===== config.mk =====
export PLATFORM = sky130hd
export DESIGN_NAME = retire_buffer
export DESIGN_NICKNAME = d
export VERILOG_FILES = /design/src/rtl/retire_buffer.sv
export SDC_FILE = /design/constraint.sdc
export NUM_CORES = 1
export LEC_CHECK = 0
export CAP_MARGIN = 15
export CORE_MARGIN = 2
export CORE_UTILIZATION = 45
export CTS_CLUSTER_DIAMETER = 100
export CTS_CLUSTER_SIZE = 30
export DETAILED_ROUTE_END_ITERATION = 8
export PLACE_DENSITY_LB_ADDON = 0.1
export SYNTH_ARGS = -nofsm -noshare
export SYNTH_HDL_FRONTEND = slang
export SYNTH_SLANG_ARGS = --single-unit
export TNS_END_PERCENT = 10

===== constraint.sdc =====
create_clock -name clk -period 8.86 [get_ports clk]
set_input_delay 1.772 -clock clk [delete_from_list [all_inputs] [get_ports clk]]
set_output_delay 1.772 -clock clk [all_outputs]
set_load 0.005 [all_outputs]

===== src/rtl/retire_buffer.sv =====
// retire_buffer: in-order retire FIFO with id-based flush, registered stall and sticky overflow.
// Optional dead-entry drop counter is enabled by defining RETIRE_BUF_DROP_CNT_EN.
`ifndef ADDRESS_WIDTH
`define ADDRESS_WIDTH 32
`endif
`ifndef ID_WIDTH
`define ID_WIDTH 8
`endif

module retire_buffer #(
  parameter int DEPTH        = 8,
  parameter int STALL_THRESH = DEPTH - 1
) (
  input  logic                      clk,
  input  logic                      reset,
  input  logic [`ADDRESS_WIDTH-1:0] in_address,
  input  logic [`ID_WIDTH-1:0]      in_id,
  input  logic                      in_valid,
  input  logic                      in_flush,
  input  logic [`ID_WIDTH-1:0]      in_flush_id,
  output logic                      stall_out,
  output logic [`ADDRESS_WIDTH-1:0] out_address,
  output logic [`ID_WIDTH-1:0]      out_id,
  output logic                      out_valid,
  input  logic                      out_ready,
  output logic                      overflow
`ifdef RETIRE_BUF_DROP_CNT_EN
  ,
  output logic [15:0]               drop_count
`endif
);

  localparam int PW = $clog2(DEPTH);
  localparam int CW = PW + 1;
  localparam logic [CW-1:0] DEPTH_C  = CW'(DEPTH);
  localparam logic [CW-1:0] THRESH_C = CW'(STALL_THRESH);

  logic [`ADDRESS_WIDTH-1:0] addr_mem [DEPTH];
  logic [`ID_WIDTH-1:0]      id_mem   [DEPTH];
  logic [DEPTH-1:0]          live;
  logic [PW-1:0]             wr_ptr;
  logic [PW-1:0]             rd_ptr;
  logic [CW-1:0]             count;
  logic [CW-1:0]             count_next;

  logic not_empty, head_live, drop, pop, rd_adv, full;
  logic push_req, push, push_lost, push_dead;

  assign not_empty   = (count != '0);
  assign head_live   = live[rd_ptr];
  assign out_valid   = not_empty & head_live;
  assign out_address = addr_mem[rd_ptr];
  assign out_id      = id_mem[rd_ptr];

  // A dead head leaves on its own every cycle; a live head needs the consumer.
  assign drop      = not_empty & ~head_live;
  assign pop       = out_valid & out_ready;
  assign rd_adv    = pop | drop;
  assign full      = (count == DEPTH_C);
  assign push_req  = in_valid & ~stall_out;
  assign push      = push_req & (~full | rd_adv);
  assign push_lost = push_req & full & ~rd_adv;
  assign push_dead = in_flush & (in_id == in_flush_id);

  // NOTE: every signal written in always_comb gets a default first so no latch is inferred.
  always_comb begin
    count_next = count;
    if (push && !rd_adv)
      count_next = count + CW'(1);
    else if (!push && rd_adv)
      count_next = count - CW'(1);
  end

  // NOTE: sequential state uses non-blocking assignments; the later push write to live
  // deliberately overrides the flush clear for the slot being written this edge.
  always_ff @(posedge clk or negedge reset) begin
    if (!reset) begin
      wr_ptr    <= '0;
      rd_ptr    <= '0;
      count     <= '0;
      stall_out <= 1'b0;
      overflow  <= 1'b0;
      live      <= '0;
    end else begin
      if (push)
        wr_ptr <= wr_ptr + PW'(1);
      if (rd_adv)
        rd_ptr <= rd_ptr + PW'(1);
      count     <= count_next;
      stall_out <= (count_next >= THRESH_C);
      if (push_lost)
        overflow <= 1'b1;
      if (in_flush) begin
        for (int i = 0; i < DEPTH; i++) begin
          if (id_mem[i] == in_flush_id)
            live[i] <= 1'b0;
        end
      end
      if (push)
        live[wr_ptr] <= ~push_dead;
    end
  end

  // NOTE: payload storage has no reset; live and count already mark every slot as empty.
  always_ff @(posedge clk) begin
    if (push) begin
      addr_mem[wr_ptr] <= in_address;
      id_mem[wr_ptr]   <= in_id;
    end
  end

`ifdef RETIRE_BUF_DROP_CNT_EN
  always_ff @(posedge clk or negedge reset) begin
    if (!reset)
      drop_count <= '0;
    else if (drop && drop_count != 16'hFFFF)
      drop_count <= drop_count + 16'd1;
  end
`endif

endmodule


==> qor.yml <==
status: "finished, final reports clean"
grt_pass1_wl_mm: 44.57
synthArstFlopShare_pct: 5.882
arrival_ns: 3.78
start_kind: "flop"
cp_top_family: "buffers and inverters"
cp_num_buf_inv: 2
place_inst: 1155
drc: 0
core_area_um2: 30590
grt_use_total_pct: 18.08
rsz0062_at_grt: "false"
min_period_ns: 5.551
synth_area_um2: 14000
cts_buffers: 16
die_h_um: 180.4
drive_above_1_share_pct: 22.25
synth-edff-count: 320
synth-seq-area-share_pct: 72.23
p_leak_nw: 5.037
grt_overflow_total: 0
drt_wl_total_mm: 29.41
drv_slew: 0
final_common_cell: "edfxtp_1"
grt_max_degree: 75
root_buffer: "clkbuf_16"
fin_cells: 1179
cts_hold_buffers: 0
cp_max_fo: 46
io_buffers: 95
wl_per_cell_um: 24.94
mostFrequentLayoutCells: "320 x edfxtp_1, 95 x clkdlybuf4s50_1, 80 x mux4_2, 61 x xor2_1, 41 x mux2_2"
die_area_um2: 32530
cts_resized: 0
firstDrtPassIters: 5
cts_sinks: 340
nets: 835
synth-main-ff-cell: "edfxtp_1"
end_kind: "output pin"
slew_headroom_pct: 26.05
n_fill_cell: 2409
timing.rr.start: "rd_ptr[0]$_DFFE_PN0P_"
syn_area_per_cell_um2: 20.32
setup_viol: 0
antenna_left: 0
tightest_slew_ns: 1.109
cts_setup_buffers: 0
clk_pin_slew_ns: 0.10
hold_class: "reg -> reg"
vdd_drop_max_v: 0.0001566
synthCells: 689
drtIter0Drc: 499
hold_viol: 0
cts_tree: "yes"
crit_end: "out_id[3]"
die_w_um: 180.4
initial_core_util_pct: 45.76
place_congestion: 0.8188
crit_slowest_cell: "dfrtp_4"
ys_warn_count: 0
path_cells: "buf_4, mux4_2, mux2_2, clkdlybuf4s50_1"
fmax_mhz: 180.1
cp.required_ns: 7.09
r2r_end: "id_mem[4][4]$_DFFE_PP_"
antenna_found_initial: 1
crit_type: "reg -> out"
totalPowerFinal_w: 0.004696
hold_path.startpoint: "overflow$_DFFE_PN0P_"
crit_cells: 4
finalSetupTns_ns: 0
crit_path_max_incr_delay_ns: 0.97
vias_per_cell: 5.613
worstSetupStartpoint: "rd_ptr[0]$_DFFE_PN0P_"
rr_worst_depth: 8
ys_ff_latch: 340
syn_nets: 747
clock_path_buffers: 3
synth.distinct_cells: 42
fin_ws_ns: 3.309
post-route-period-util_pct: 62.66
htreeDepth: 1
p_per_area_nw_per_um2: 294.1
hpwl_mm: 16.98
first_global_vias: 7123
place_ws_ns: 3.743
io_pins: 96
worstSkewPairLatency_ns: 0.52
vias: 6618
reg2reg_slack_ns: 3.92
rows: 64
syn_to_final_growth_pct: 14.08
cap_violations: 0
skew_ns: 0.02350
[worst min-delay path by stage]
stage,end,slack (ns),cells past startpoint
after CTS,wr_ptr[2]$_DFFE_PN0P_,0.51,1
after global placement,overflow$_DFFE_PN0P_,0.46,1
final,overflow$_DFFE_PN0P_,0.51,1
after floorplan,wr_ptr[2]$_DFFE_PN0P_,0.46,1
after global routing,wr_ptr[2]$_DFFE_PN0P_,0.53,1
after detailed placement,wr_ptr[2]$_DFFE_PN0P_,0.49,1
[report_power, final]
group	internal [W]	switching [W]	leakage (nW)
clock network	0.000420	0.000492	0.259
registers	0.00199	0.000185	3.12
logic	0.000912	0.000694	1.66
total	0.00333	0.00137	5.04
[state kept, by name, summed over array words and instances, names as in the netlist]
name       flops
stall_out      1
id_mem        64
wr_ptr         3
count          4
overflow       1
live           8
addr_mem     256
rd_ptr         3
[synth_stat cells (8+ instances only)]
master	n	area, um2
nand3_1	15	75.07
nand2_1	13	48.80
mux4_2	80	1802
dfrtp_1	20	500.5
buf_2	9	45.04
mux2i_1	11	110.1
nor4_1	9	56.30
o41ai_1	8	70.07
mux2_2	41	461.7
nor2_1	12	45.04
edfxtp_1	320	9609
clkbuf_1	21	78.83
xor2_1	61	534.3
xnor2_1	16	140.1
[stage by stage]
step           utilization (%)  instance area (um2)  hold WS [ns]
4_1_cts                  52.19                15970        0.5128
5_1_grt                  52.19                15970        0.5303
3_3_place_gp             50.45                15430        0.4646
3_5_place_dp             50.45                15430        0.4868
2_1_floorplan                -                14000        0.4574
6_report                 52.20                15970        0.5070
[cell families after synthesis]
family | share of synthesized area (%)
AOI/OAI and AO/OA | 1.368
DFF | 72.23
buffers and inverters | 1.287
adders and majority gates | 0.4469
and+or+nand+nor | 2.789
xor gates and xnor gates | 4.818
muxes | 17.06
[layer usage]
layer | wire length [um] | track usage, %
met5 | 0 | 0
met4 | 442 | 3.677
met3 | 1266 | 2.425
met2 | 14840 | 31.13
met1 | 12860 | 24.91
[area by class of cell]
cell class,count,area [um2],share of cell area (%)
Sequential cell,340,10120,63.37
Multi-Input combinational cell,308,3765,23.58
Timing Repair Buffer,106,1033,6.472
Tap cell,396,495.5,3.103
Clock buffer,17,425.4,2.664
Clock inverter,6,108.9,0.6817
Inverter,5,18.77,0.1175
Antenna cell,1,2.502,0.01567
(Power assumes the default switching activity.)
